<file path="src/rtl/proj_pkg.sv">
// Shared project constants and types for the MinHash sorter/serializer pair.
// Width helpers keep the sorter-side controller and the serializer in agreement.
package proj_pkg;

  localparam int HASHER_EXTENDER_INDICES_COUNT = 4;
  localparam int MINHASH_INDEX_W = 8;

  function automatic int cnt_width(input int k);
    return $clog2(k + 1);
  endfunction

  function automatic int rank_width(input int k);
    return (k > 1) ? $clog2(k) : 1;
  endfunction

  localparam int MINHASH_CNT_W = cnt_width(HASHER_EXTENDER_INDICES_COUNT);

  typedef struct packed {
    logic                                                            valid;
    logic [MINHASH_CNT_W-1:0]                                        count;
    logic [HASHER_EXTENDER_INDICES_COUNT-1:0][MINHASH_INDEX_W-1:0]   indices;
  } idx_frame_t;

  typedef enum logic {ST_IDLE, ST_SEND} ser_state_t;

endpackage

</file>
<file path="src/rtl/minhash_frame_slot.sv">
// One captured frame: valid bit, beat count clamped to K, and the K slot indices.
// Load takes priority over clear so a slot can be emptied and refilled in one edge.
module minhash_frame_slot
  import proj_pkg::*;
#(
  parameter int K       = 4,
  parameter int INDEX_W = 8,
  parameter int COUNT_W = 16,
  localparam int CNT_W  = cnt_width(K)
) (
  input  logic                          clk,
  input  logic                          rst_n,
  input  logic                          i_load,
  input  logic                          i_clear,
  input  logic [K-1:0][INDEX_W-1:0]     i_idx,
  input  logic [COUNT_W-1:0]            i_count,
  output logic                          o_valid,
  output logic [CNT_W-1:0]              o_count,
  output logic [K-1:0][INDEX_W-1:0]     o_idx
);

  localparam logic [COUNT_W-1:0] K_LIMIT = COUNT_W'(K);

  logic                      r_valid;
  logic [CNT_W-1:0]          r_count;
  logic [K-1:0][INDEX_W-1:0] r_idx;
  logic [CNT_W-1:0]          w_clamped;

  assign w_clamped = (i_count > K_LIMIT) ? CNT_W'(K) : CNT_W'(i_count);

  always_ff @(posedge clk) begin
    if (!rst_n) begin
      r_valid <= 1'b0;
      r_count <= '0;
      r_idx   <= '0;
    end else if (i_load) begin
      r_valid <= 1'b1;
      r_count <= w_clamped;
      r_idx   <= i_idx;
    end else if (i_clear) begin
      r_valid <= 1'b0;
    end
  end

  assign o_valid = r_valid;
  assign o_count = r_count;
  assign o_idx   = r_idx;

endmodule

</file>
<file path="src/rtl/minhash_idx_serializer.sv">
// Streams the sorter's bottom-K indices one per beat, slot 0 first, with a
// one-deep pending frame so the sorter can start its next frame early.
module minhash_idx_serializer
  import proj_pkg::*;
#(
  parameter int INDICES_COUNT = proj_pkg::HASHER_EXTENDER_INDICES_COUNT,
  parameter int INDEX_W       = 8,
  parameter int COUNT_W       = 16,
  localparam int RANK_W       = rank_width(INDICES_COUNT),
  localparam int CNT_W        = cnt_width(INDICES_COUNT)
) (
  input  logic                                  clk,
  input  logic                                  rst_n,
  input  logic                                  in_frame_done,
  input  logic [INDICES_COUNT-1:0][INDEX_W-1:0] in_smallest_idx,
  input  logic [COUNT_W-1:0]                    in_frame_count,
  output logic                                  out_valid,
  input  logic                                  out_ready,
  output logic [INDEX_W-1:0]                    out_idx,
  output logic [RANK_W-1:0]                     out_rank,
  output logic                                  out_last,
  output logic                                  out_busy,
  output logic                                  out_overflow
);

  ser_state_t  r_state, w_state_next;
  logic [RANK_W-1:0] r_rank, w_rank_next;
  logic        r_overflow;

  logic        w_cap, w_accept, w_last, w_last_acc;
  logic        w_act_load, w_act_from_pend, w_act_clear;
  logic        w_pend_load, w_pend_clear, w_ovf_set;

  logic                                  w_act_valid, w_pend_valid;
  logic [CNT_W-1:0]                      w_act_count, w_pend_count;
  logic [INDICES_COUNT-1:0][INDEX_W-1:0] w_act_idx, w_pend_idx, w_act_in_idx;
  logic [COUNT_W-1:0]                    w_act_in_count;

  // Zero-count frames are ignored entirely, so they never reach the slot logic.
  assign w_cap      = in_frame_done && (in_frame_count != '0);
  assign w_accept   = (r_state == ST_SEND) && out_ready;
  assign w_last     = (CNT_W'(r_rank) + CNT_W'(1)) == w_act_count;
  assign w_last_acc = w_accept && w_last;

  always_comb begin
    w_state_next    = r_state;
    w_rank_next     = r_rank;
    w_act_load      = 1'b0;
    w_act_from_pend = 1'b0;
    w_act_clear     = 1'b0;
    w_pend_load     = 1'b0;
    w_pend_clear    = 1'b0;
    w_ovf_set       = 1'b0;
    case (r_state)
      ST_IDLE: begin
        if (w_cap) begin
          w_act_load   = 1'b1;
          w_rank_next  = '0;
          w_state_next = ST_SEND;
        end
      end
      ST_SEND: begin
        if (w_last_acc) begin
          w_rank_next = '0;
          if (w_pend_valid) begin
            w_act_load      = 1'b1;
            w_act_from_pend = 1'b1;
            w_pend_clear    = 1'b1;
            w_pend_load     = w_cap;
          end else if (w_cap) begin
            w_act_load = 1'b1;
          end else begin
            w_act_clear  = 1'b1;
            w_state_next = ST_IDLE;
          end
        end else begin
          if (w_accept) w_rank_next = r_rank + RANK_W'(1);
          if (w_cap) begin
            if (!w_pend_valid) w_pend_load = 1'b1;
            else               w_ovf_set   = 1'b1;
          end
        end
      end
      default: w_state_next = ST_IDLE;
    endcase
  end

  always_ff @(posedge clk) begin
    if (!rst_n) begin
      r_state    <= ST_IDLE;
      r_rank     <= '0;
      r_overflow <= 1'b0;
    end else begin
      r_state    <= w_state_next;
      r_rank     <= w_rank_next;
      r_overflow <= r_overflow | w_ovf_set;
    end
  end

  assign w_act_in_idx   = w_act_from_pend ? w_pend_idx : in_smallest_idx;
  assign w_act_in_count = w_act_from_pend ? COUNT_W'(w_pend_count) : in_frame_count;

  minhash_frame_slot #(.K(INDICES_COUNT), .INDEX_W(INDEX_W), .COUNT_W(COUNT_W)) u_active (
    .clk     (clk),
    .rst_n   (rst_n),
    .i_load  (w_act_load),
    .i_clear (w_act_clear),
    .i_idx   (w_act_in_idx),
    .i_count (w_act_in_count),
    .o_valid (w_act_valid),
    .o_count (w_act_count),
    .o_idx   (w_act_idx)
  );

  minhash_frame_slot #(.K(INDICES_COUNT), .INDEX_W(INDEX_W), .COUNT_W(COUNT_W)) u_pending (
    .clk     (clk),
    .rst_n   (rst_n),
    .i_load  (w_pend_load),
    .i_clear (w_pend_clear),
    .i_idx   (in_smallest_idx),
    .i_count (in_frame_count),
    .o_valid (w_pend_valid),
    .o_count (w_pend_count),
    .o_idx   (w_pend_idx)
  );

  // Outputs decode only registered state; fields read as zero when idle.
  assign out_valid    = (r_state == ST_SEND);
  assign out_idx      = out_valid ? w_act_idx[r_rank] : '0;
  assign out_rank     = out_valid ? r_rank : '0;
  assign out_last     = out_valid && w_last;
  assign out_busy     = w_act_valid | w_pend_valid;
  assign out_overflow = r_overflow;

endmodule

</file>
<file path="config.mk">
export PLATFORM = sky130hd
export DESIGN_NAME = minhash_idx_serializer
export DESIGN_NICKNAME = d
export VERILOG_FILES = /design/src/rtl/proj_pkg.sv /design/src/rtl/minhash_frame_slot.sv /design/src/rtl/minhash_idx_serializer.sv
export SDC_FILE = /design/constraint.sdc
export NUM_CORES = 1
export LEC_CHECK = 0
export BUFFER_PORTS_ARGS = -buffer_cell sky130_fd_sc_hd__buf_2
export CAP_MARGIN = 10
export CORE_ASPECT_RATIO = 0.75
export CORE_MARGIN = 4
export CORE_UTILIZATION = 57
export DETAILED_ROUTE_END_ITERATION = 16
export PLACE_DENSITY = 0.8
export SYNTH_ARGS = -nofsm -noshare
export SYNTH_HDL_FRONTEND = slang
export SYNTH_SLANG_ARGS = --single-unit
export TNS_END_PERCENT = 10
</file>
<file path="constraint.sdc">
create_clock -name clk -period 2.5 [get_ports clk]
set_input_delay 0.5 -clock clk [delete_from_list [all_inputs] [get_ports clk]]
set_output_delay 0.5 -clock clk [all_outputs]
set_load 0.1 [all_outputs]
</file>
* Word-level counts from Yosys, hierarchy flattened
Index checks and enable logic that the tools add are counted.
** Cells by class
- $add $sub $neg :: 2
- Order comparisons :: 3
- Equality and inequality tests :: 3
- Muxes and demuxes :: 37
- Bitwise logic cells :: 3
- Reductions and logical operators :: 8
** Operator list (count)
- 16-bit by 3-bit > comparator with 1-bit output (second input constant) :: 2
- 32-bit two-way mux :: 1
- 1-bit two-way mux :: 23
- 8-bit binary-select mux with 2-bit select :: 1
- 16-bit two-way mux :: 1
- 8-bit two-way mux :: 2
- 16-bit nonzero test :: 1
- 2-bit two-way mux :: 4
- 3-bit two-way mux :: 2
- 1-bit logical AND :: 4
- 1-bit case mux with 2 select lines :: 2
- 2-bit case mux with 2 select lines :: 1
- 2-bit nonzero test :: 2
- 2-bit by 1-bit adder with 3-bit output (second input constant) :: 1
- 3-bit == test :: 1
- 2-bit by 3-bit less-than comparator with 1-bit output (second input constant) :: 1
- 3-bit by 1-bit inequality test with 1-bit output (second input constant) :: 1
- 2-bit by 1-bit adder with 2-bit output (second input constant) :: 1
- 2-bit inequality test (second input constant) :: 1
- 1-bit OR :: 2
- 2-bit AND reduction :: 1
- 1-bit inverter :: 1
** Storage, ports and cells
- Register bits after elaboration :: 76
- Input bits :: 52
- Output and inout bits :: 14
- Word-level logic and storage cells :: 71

* Depth between registers and ports, before layout
Gate-level depths: netlist of run 1.
- Depth in word-level cells :: 8
- Gate-level depth with buffers :: 8
- Depth with buffers taken out :: 5

* By module
Synthesis of run 1 repeated with hierarchy kept, for this count alone.
** Unflattened totals
- Cells, all modules :: 358
- Area total of the unflattened synthesis :: 4073.9 um2
** By module, submodules not included
- minhash_frame_slot :: times used 2, cells an instance 122, area an instance 1408.9 um2, seq. area each 720.7 um2
- minhash_idx_serializer :: times used 1, cells an instance 114, area an instance 1256.2 um2, seq. area each 80.1 um2

* Worst setup path after synthesis of run 1
No wires, ideal clock.
- Path kind :: reg-to-output
- Start :: register r_state, in the netlist out_valid
- End :: output port out_last
- Arrival time :: 4190 ps
- Data required time :: 2000 ps
- Setup slack :: -2190 ps
- Stages on the path, launching flop included :: 4
- Path buffers :: 1
- Cell sequence :: dfxtp_1 buf_6 inv_1 nor4_1
** On the way
- Longest elaborated chain between the ends :: 1
** RTL lines
- start, declared :: line minhash_idx_serializer.sv:26 : ser_state_t r_state, w_state_next;
- start signal, assigned :: line minhash_idx_serializer.sv:94 : r_state <= w_state_next;
- 1-bit logical AND :: line minhash_idx_serializer.sv:131 : assign out_last = out_valid && w_last;
- end, declared :: line minhash_idx_serializer.sv:21 : output logic out_last,
Every way passes these cells.

* Worst setup path after layout of run 1
- Start :: register r_rank[0]
- End :: output port out_idx[7]
** On the way
- Longest elaborated chain between the ends :: 3
** RTL lines
- start, declared :: line minhash_idx_serializer.sv:27 : logic [RANK_W-1:0] r_rank, w_rank_next;
- start signal, assigned :: line minhash_idx_serializer.sv:95 : r_rank <= w_rank_next;
- 8-bit binary-select mux with 2-bit select :: line minhash_idx_serializer.sv:129 : assign out_idx = out_valid ? w_act_idx[r_rank] : '0;
- 8-bit two-way mux (implied by the code) :: line minhash_idx_serializer.sv:129
- 8-bit two-way mux :: line minhash_idx_serializer.sv:129
- end, declared :: line minhash_idx_serializer.sv:19 : output logic [INDEX_W-1:0] out_idx,
Every way passes these cells. The select of a mux whose other input is x is not followed.

==> results of run 1 <==
[flip-flops by register name, summed over array words and instances, names as in the netlist]
register and count:
u_active.o_idx 32, u_pending.o_idx 32, u_active.o_count 3, u_pending.o_count 3, r_rank 2, out_overflow 1
out_valid 1, u_active.o_valid 1, u_pending.o_valid 1
[logic make-up (layout without fill, tap and decap cells)]
group	Yosys count	after routing
xor gates and xnor gates	3	3
buffers and inverters	83	142
adders and majority gates	1	1
muxes	77	77
and+or+nand+nor	140	140
DFF	76	76
AOI/OAI and AO/OA	87	87
[cell usage after synthesis (3+ instances only)]
library cell,n
nor4_1,6
and2_1,11
nand3_1,3
inv_1,36
or4_1,3
o211ai_1,34
buf_12,3
nand2_1,103
clkbuf_8,6
mux4_2,8
a211oi_1,4
mux2i_1,67
o41ai_1,33
dfxtp_1,76
buf_6,6
nor2_1,4
dlygate4sd3_1,4
clkbuf_1,22
[final timing paths]
check / start / slack (ns) / to
max reg2reg: r_rank[0]$_SDFFE_PN0P_ / 0.21 / u_pending.o_idx[4]$_SDFFE_PN0P_
min: in_smallest_idx[13] / 0.38 / u_pending.o_idx[13]$_SDFFE_PN0P_
min reg2reg: u_active.o_idx[18]$_SDFFE_PN0P_ / 0.46 / u_active.o_idx[18]$_SDFFE_PN0P_
max: r_rank[0]$_SDFFE_PN0P_ / 0.06 / out_idx[7]
[report_power, final]
group | total [mW] | switching [mW] | internal, mW
registers | 1.32 | 0.0417 | 1.27
clock network | 1.14 | 0.477 | 0.665
logic | 0.501 | 0.307 | 0.194
[what timing repair did]
action	4_1_cts	5_1_grt
endpoints found under the hold margin	0	0
gates resized for setup	1	11
hold buffers	0	0
setup endpoints to repair	1	8
[per-stage QoR]
stage / area (sq um) / power [mW] / hold WS, ns / setup slack, ns / std cells
floorplan: 4360 / 1.71 / 0.431 / -0.125 / 467
global placement: 4680 / 1.82 / 0.440 / 0.203 / 611
detailed placement: 4680 / 1.84 / 0.449 / 0.140 / 611
CTS: 4920 / 2.97 / 0.375 / 0.0109 / 627
global route: 4940 / 3.08 / 0.388 / 0.00529 / 627
finish: 4940 / 2.96 / 0.385 / 0.0639 / 627
[final cells by class]
type / count / area, sq um / area share, %
Clock buffer: 10 / 128 / 2.58
Clock inverter: 6 / 111 / 2.25
Inverter: 36 / 135 / 2.74
Multi-Input combinational cell: 308 / 2340 / 47.4
Sequential cell: 76 / 1530 / 30.9
Tap cell: 101 / 126 / 2.56
Timing Repair Buffer: 90 / 571 / 11.6
[worst max-delay path: cells and delay by family (launching register included)]
family | cells | cell delay (ns)
muxes | 1 | 0.51
buffers and inverters | 2 | 0.49
DFF | 1 | 0.40
and+or+nand+nor | 1 | 0.18
[routing by layer]
| layer | routed length (um) | GRT usage, % |
|---|---|---|
| met5 | 0 | 0 |
| met4 | 202 | 8.03 |
| met3 | 718 | 4.43 |
| met2 | 5070 | 39.1 |
| met1 | 4650 | 32.6 |
==> key figures, run 1 <==
Critical path
  – Delay of the slowest critical-path stage: 0.51 ns
  – CP Data Arrival Time: around 1.9 ns
  – Worst Reg-to-Reg Cells: 6
  – Critical Path RT: 2.00 ns
  – CP max-delay cell: mux4_2
  – Crit end category: output port
  – Worst setup SP type: register
  – Cell chain of the critical path: buf_4 > mux4_2 > and2_1 > clkbuf_4
  – WS Path Type: reg2out
  – CP Max Fanout: 8

Route
  – Routed vias/inst: 5.92
  – WL/cell: 17.0 um
  – Vias: approximately 3.7k
  – Drt total wl: 10,600 um
  – Drt pass-1 iters: 5
  – Drt initial violations: 264
  – DRC: 0
  – Antenna Nets Post-Route: 0

Yosys
  – Largest family of logic cells by synthesized area: multiplexers
  – Post-Synthesis Cell Area: approximately 0.0043 sq mm
  – Ys async rst share: 0%
  – Most used DFF post-synth: dfxtp_1
  – Post-synthesis simple-gate area fraction: 14.5%
  – Mapped Cells: ~470
  – Yosys top cell area share: 35.5%
  – Post-synthesis mux area share: between 20% and 30%
  – Xor/xnor cell area share of the yosys netlist: less than 1%
  – Synth unique cells: 47
  – Yosys reg bits: 76
  – Dominant cell type by area after synthesis: dfxtp_1
  – Largest cells by area after synthesis: dfxtp_1, mux2i_1, nand2_1, o41ai_1, o211ai_1
  – Post-synth EDFFs: 0
  – Mean post-synth cell area: 9.19 sq um
  – Post-synthesis sequential area ratio: around 35%
  – Post-synthesis compound-gate area fraction: 17.1%
  – Synthesized net count: 520
  – Warnings, synthesis: 0
  – Synth Area in Adders: 0.292%

Timing
  – RSZ-0062 raised after global routing: false
  – FMAX: 410 MHz
  – Max Slew Vio Count: 0
  – Final setup violation count: 0
  – Setup TNS Final: 0 ns
  – Post-layout minimum cycle time: 2.44 ns
  – Max_slew headroom: between 60% and 70%
  – Final Hold Viols: 0
  – Worst-Margin Slew: roughly 0.52 ns
  – Clock Skews: 0.00971 ns
  – Fin crit share: 97.4%

Die
  – Die Y: a little over 80 um
  – IO Count: 66
  – Die Area: between 0.008 and 0.009 sq mm
  – Core Footprint: 0.00733 sq mm
  – Die W: 108 um
  – Rows: 27
  – Initial core utilization: roughly three fifths

Clocking
  – Clock sinks: 76
  – Clock-pin slew on the worst setup and hold paths: 0.09 ns
  – Root Buffer: clkbuf_8
  – CTS tree: yes
  – Max clock buf depth: 2
  – Worst skew pair latency: 0.36 ns
  – CTS buffer count: 9
  – Post-CTS Setup Inserts: 0
  – Htree depth: 3

Run
  – Max-Cap Viols: 0

Global route
  – Total congestion overflow: 0
  – GRT Util Overall: 24.2%
  – Largest net degree at the start of global routing: between 40 and 50
  – Number of global-route vias before repair: 3,631
  – Initial antenna violation count: 0
  – Global-route wire length before repair: 17,600 um

Layout
  – Most frequent cells in the layout: nand2_1, dfxtp_1, mux2i_1
  – Commonest non-fill, non-tap cell in the layout: nand2_1
  – Final net count: 574
  – Ant diodes: 0
  – Fin util: 67.4%
  – Share of layout cells above drive strength 1: 24.9%
  – Fillcell total: 597
  – Syn-to-layout area delta: 15.1%

Power and ir drop
  – Leak: 2.00 nW
  – Power density cells: 599 mW/mm^2
  – VDD IR max: 0.396 mV

Place
  – Detailed placement HPWL: 7380 um
  – IO buf count: 65
  – Gpl congestion: 0.843

Worst hold path
  – Hold crit path type: in2reg
  – Worst Hold Depth: 3

Outcome
  – Status: finished, final reports clean
Note: power is estimated with default switching activity, not from simulation.
==> run 2, diff against run 1 <==
==> constraint.sdc (replaced) <==
create_clock -name clk -period 2.5 [get_ports clk]
set_input_delay 0.5 -clock clk [delete_from_list [all_inputs] [get_ports clk]]
set_output_delay 0.5 -clock clk [all_outputs]
set_load 0.005 [all_outputs]
==> run 2 against run 1 <==
Net effect:
- first-iteration DRC count grew 3.0%
- die area is the same
- via count grew 0.43%
- worst hold slack gained 0.019 ns
- count of clock-buffer cells in the layout grew 1
- clock skew shrank 0.0047 ns
- routed wire length shrank 1.9%
- sequential share of layout area grew 0.66 points
- final cell count shrank 0.48%
- sequential power is essentially flat
- critical path type is now reg2reg
- largest cell class unchanged
==> key figures, run 2 (same netlist as run 1, synthesis figures left out) <==
Clocking
  – Post-CTS Setup Inserts: 0
  – Worst skew pair latency: 0.34 ns
  – CTS tree: yes
  – Root Buffer: clkbuf_8
  – Max clock buf depth: 2
  – Clock-pin slew on the worst setup and hold paths: 0.08 ns
  – Clock sinks: 76
  – CTS buffer count: 9
  – Htree depth: 3

Layout
  – Fillcell total: around 610
  – Commonest non-fill, non-tap cell in the layout: nand2_1
  – Multi-input combinational cell area: 0.00230 sq mm
  – Ant diodes: 0
  – Final net count: between 500 and 600
  – Share of layout cells above drive strength 1: 23.7%
  – Seq. cell area: 0.00152 sq mm
  – Most frequent cells in the layout: nand2_1, dfxtp_1, mux2i_1
  – Syn-to-layout area delta: 12.2%

Timing
  – Post-layout minimum cycle time: 2.33 ns
  – Setup TNS Final: 0 ns
  – Max Slew Vio Count: 0
  – Final Hold Viols: 0
  – Clock Skews: ~0.0051 ns
  – RSZ-0062 raised after global routing: false
  – Worst-Margin Slew: 0.530 ns
  – Final setup violation count: 0
  – FMAX: around 430 MHz
  – Max_slew headroom: 64.2%
  – Fin crit share: between 90 and 100%

Die
  – IO Count: 66
  – Die Area: 0.00899 sq mm
  – Initial core utilization: 58.5%
  – Core Footprint: between 0.007 and 0.008 sq mm
  – Die Y: 83.1 um
  – Rows: 27
  – Die W: between 100 and 150 um

Global route
  – Initial antenna violation count: 0
  – Met3 Track Usage GR: 7.77%
  – M2 GR Usage: 38.8%
  – Grt peak-use layer: met2
  – GRT Util Overall: 23.9%
  – Total congestion overflow: 0
  – Met1 usage: roughly 30%
  – Global-route wire length before repair: 17,400 um
  – Largest net degree at the start of global routing: 68
  – Number of global-route vias before repair: 3,578

Outcome
  – Status: finished, final reports clean

Route
  – DRC: 0
  – Drt pass-1 iters: 5
  – WL/cell: approximately 17 um
  – Drt total wl: between 10,000 and 15,000 um
  – Vias: between 3k and 4k
  – Antenna Nets Post-Route: 0
  – Drt initial violations: around 270
  – Routed vias/inst: 5.97

Run
  – Max-Cap Viols: 0

Power and ir drop
  – Power density cells: about 560 mW/mm^2
  – Leak: 1.98 nW
  – Final total power: about 2.7 mW
  – VDD IR max: between 0.3 and 0.4 mV

Critical path
  – WS Path Type: reg2reg
  – Crit end category: register
  – Critical Path RT: 2.77 ns
  – CP Max Fanout: 11
  – CP Data Arrival Time: 2.60 ns
  – Worst setup SP type: register

Place
  – Gpl congestion: 0.820
  – Detailed placement HPWL: about 7200 um
  – IO buf count: 65

Worst hold path
  – Hold crit path type: in2reg
run 2: cell count changes in the layout (fill, tap and decap cells not counted), sizes merged:
cell	before	now
bufinv	3	1
clkinv	1	4
clkinvlp	1	0
buf	88	87
clkbuf	12	11
inv	37	36
run 2: layer usage:
layer | vias to the layer above | routed length [um]
li1 | 1777 | -
met1 | 1769 | 4540
met2 | 159 | 4950
met3 | 21 | 811
met4 | 0 | 141
met5 | - | 0
run 2: power by group:
part	switching [mW]	internal [mW]	leakage, nW	total (mW)
logic	0.241	0.186	1.25	0.427
registers	0.0394	1.27	0.621	1.31
clock network	0.437	0.509	0.109	0.945
run 2: metrics by stage:
stage	area [sq um]	hold WS, ns	worst slack (ns)	utilization (%)	cells
final	4820	0.404	0.171	65.7	624
after global routing	4820	0.391	0.0508	65.7	624
after CTS	4810	0.389	0.0177	65.6	624
after detailed placement	4610	0.449	0.0507	62.9	608
after global placement	4610	0.440	0.114	62.9	608
after floorplan	4290	0.431	0.226	-	467
run 2: what timing repair did:
| item | 4_1_cts | 5_1_grt |
|---|---|---|
| hold buffers | 0 | 0 |
| gates resized for setup | 0 | 1 |
| setup endpoints to repair | 0 | 30 |
run 2: layout make-up:
class,instances,share of cell area [%]
Tap cell,101,2.62
Inverter,36,2.81
Timing Repair Buffer,87,11.0
Multi-Input combinational cell,308,47.8
Clock buffer,11,3.14
Clock inverter,5,1.04
Sequential cell,76,31.6
run 2: critical path, stage by stage, from the launching register on:
cell,delay (ns)
dfxtp_1,0.32
ha_1,0.34
xor2_2,0.16
or4_4,0.62
a211oi_4,0.31
buf_4,0.29
mux2i_1,0.22
run 2: path summary, 6_finish.rpt:
check | from | cells past startpoint | end | slack (ns)
setup reg to reg | r_rank[0]$_SDFFE_PN0P_ | 6 | u_pending.o_idx[6]$_SDFFE_PN0P_ | 0.17
hold reg to reg | u_pending.o_idx[27]$_SDFFE_PN0P_ | 2 | u_pending.o_idx[27]$_SDFFE_PN0P_ | 0.46
hold / removal | in_smallest_idx[8] | 3 | u_pending.o_idx[8]$_SDFFE_PN0P_ | 0.40
setup / recovery | r_rank[0]$_SDFFE_PN0P_ | 6 | u_pending.o_idx[6]$_SDFFE_PN0P_ | 0.17
==> run 3, diff against run 2 <==
--- a/config.mk
+++ b/config.mk
@@ -8,7 +8,7 @@
 export BUFFER_PORTS_ARGS = -buffer_cell sky130_fd_sc_hd__buf_2
 export CAP_MARGIN = 10
 export CORE_ASPECT_RATIO = 0.75
-export CORE_MARGIN = 4
+export CORE_MARGIN = 10
 export CORE_UTILIZATION = 57
 export DETAILED_ROUTE_END_ITERATION = 16
 export PLACE_DENSITY = 0.8
==> run 3 against run 2 <==
Net effect:
- first-iteration DRC count increased by 27%
- non-clock buffer count fell by 1
- total power decreased by 4.9%
- critical path depth shrank 1
- final cell count fell by 0.16%
- global-route usage shrank 5.2 points
==> key figures, run 3 (same netlist as run 1, synthesis figures left out) <==
Clocking
  – Cts hold-fix bufs: 0
  – Worst skew pair latency: 0.34 ns
  – CTS buffer count: 9
  – Max clock buf depth: 2
  – Clock-pin slew on the worst setup and hold paths: 0.08 ns
  – Root Buffer: clkbuf_8
  – Htree depth: 3
  – CTS tree: yes
  – Clock sinks: 76

Die
  – Die Y: ~95 um
  – Die W: 120 um
  – Die Area: 0.0114 sq mm
  – Core Footprint: 0.00733 sq mm
  – Initial core utilization: approximately three fifths
  – Rows: 27
  – IO Count: 66

Route
  – Drt total wl: 10,800 um
  – Routed vias/inst: 5.90
  – WL/cell: 17.4 um
  – DRC: 0
  – Vias: 3,677
  – Drt initial violations: 346
  – Drt pass-1 iters: 5
  – Antenna Nets Post-Route: 0

Timing
  – Worst-Margin Slew: 0.534 ns
  – RSZ-0062 raised after global routing: false
  – Post-layout minimum cycle time: 2.30 ns
  – Max_slew headroom: a little under two thirds
  – Setup TNS Final: 0 ns
  – Final setup violation count: 0
  – Fin crit share: 92.2%
  – Clock Skews: 0.00753 ns
  – Final Hold Viols: 0
  – FMAX: around 430 MHz
  – Max Slew Vio Count: 0

Power and ir drop
  – Sequential Power Share: 51.5%
  – Leak: around 1.9 nW
  – Power density cells: between 500 and 600 mW/mm^2
  – Logic pwr share: between 15 and 20%
  – VDD IR max: about 0.38 mV
  – Sw frac: 28.8%
  – Power Internal: between 1.5 and 2 mW
  – Sw power: 0.735 mW
  – Clock Power Share: 31.7%
  – Final total power: 2.56 mW

Critical path
  – Cell chain of the critical path: ha_1 > xor2_2 > buf_4 > nor4_1 > buf_2
  – Critical Path RT: around 2.0 ns
  – Worst setup SP type: register
  – CP max-delay cell: ha_1
  – Crit end category: output port
  – CP Data Arrival Time: 1.80 ns
  – Delay of the slowest critical-path stage: 0.33 ns
  – WS Path Type: reg2out
  – CP Max Fanout: 22

Outcome
  – Status: finished, final reports clean

Layout
  – Fillcell total: 639
  – Share of layout cells above drive strength 1: 23.4%
  – Ant diodes: 0
  – Syn-to-layout area delta: 11.6%
  – Commonest non-fill, non-tap cell in the layout: nand2_1
  – Most frequent cells in the layout: nand2_1, dfxtp_1, mux2i_1
  – Final net count: 570

Place
  – IO buf count: 65
  – Gpl congestion: 0.858
  – Detailed placement HPWL: 7600 um

Global route
  – Number of global-route vias before repair: 3,600
  – Largest net degree at the start of global routing: 77
  – Initial antenna violation count: 0
  – GRT Util Overall: 18.7%
  – Total congestion overflow: 0
  – Global-route wire length before repair: about 18,000 um

Run
  – Max-Cap Viols: 0

Worst hold path
  – Hold crit path type: in2reg
## run 3: cell count changes in the layout (fill, tap and decap cells not counted), moves of 2 or more
cell,previous run,this run
clkinvlp_4,0,3
buf_4,20,18
clkbuf_8,11,9
clkinv_2,4,2
## run 3: worst paths after layout
path | slack [ns] | start | cells past startpoint | to
worst max register to register | 0.20 | r_rank[0]$_SDFFE_PN0P_ | 6 | u_pending.o_idx[7]$_SDFFE_PN0P_
worst min-delay path | 0.41 | in_smallest_idx[12] | 3 | u_pending.o_idx[12]$_SDFFE_PN0P_
worst max-delay path | 0.20 | r_rank[0]$_SDFFE_PN0P_ | 5 | out_last
worst min register to register | 0.46 | u_pending.o_idx[30]$_SDFFE_PN0P_ | 2 | u_pending.o_idx[30]$_SDFFE_PN0P_
## run 3: metrics by stage
step / setup WS, ns / util, % / cells / cell area (sq um) / hold slack [ns]
3_5_place_dp: 0.101 / 63.0 / 607 / 4620 / 0.450
6_report: 0.196 / 65.3 / 623 / 4790 / 0.406
4_1_cts: 0.0790 / 65.3 / 623 / 4780 / 0.392
5_1_grt: 0.0225 / 65.3 / 623 / 4790 / 0.390
2_1_floorplan: 0.226 / - / 467 / 4290 / 0.431
3_3_place_gp: 0.178 / 63.0 / 607 / 4620 / 0.441
## run 3: layout make-up
class / count / area (sq um) / area share [%]
inverters: 36 / 135 / 2.82
repair buffers: 86 / 536 / 11.2
flip-flops and latches: 76 / 1520 / 31.8
clock inverters: 6 / 41.3 / 0.862
well taps: 101 / 126 / 2.64
clock buffers: 10 / 128 / 2.67
multi-input cells: 308 / 2300 / 48.1
## run 3: worst max-delay path, delay by kind of cell, from the launching register on
family	cells	cell delay, ns
buffers and inverters	2	0.38
adders and majority gates	1	0.33
and+or+nand+nor	1	0.27
xor gates and xnor gates	1	0.17
DFF	1	0.32
## run 3: repair_timing
item,4_1_cts,5_1_grt
buffers inserted,0,0
resized for setup,0,1
setup endpoints to repair,0,3
## run 3: power groups by stage
stage	Combinational (mW)	Sequential (mW)	Clock, mW
2_1_floorplan	0.312	1.33	0
3_3_place_gp	0.411	1.34	0
3_5_place_dp	0.426	1.34	0
4_1_cts	0.427	1.31	0.833
5_1_grt	0.466	1.32	0.890
6_report	0.428	1.32	0.810
## run 3: per-layer routing
| metal | vias up | track usage (%) | part of all wire, % |
|---|---|---|---|
| met5 | - | 0 | 0 |
| met4 | 0 | 4.31 | 0.77 |
| met3 | 12 | 6.14 | 8.0 |
| met2 | 149 | 30.8 | 47 |
| met1 | 1739 | 23.6 | 44 |
| li1 | 1777 | - | - |
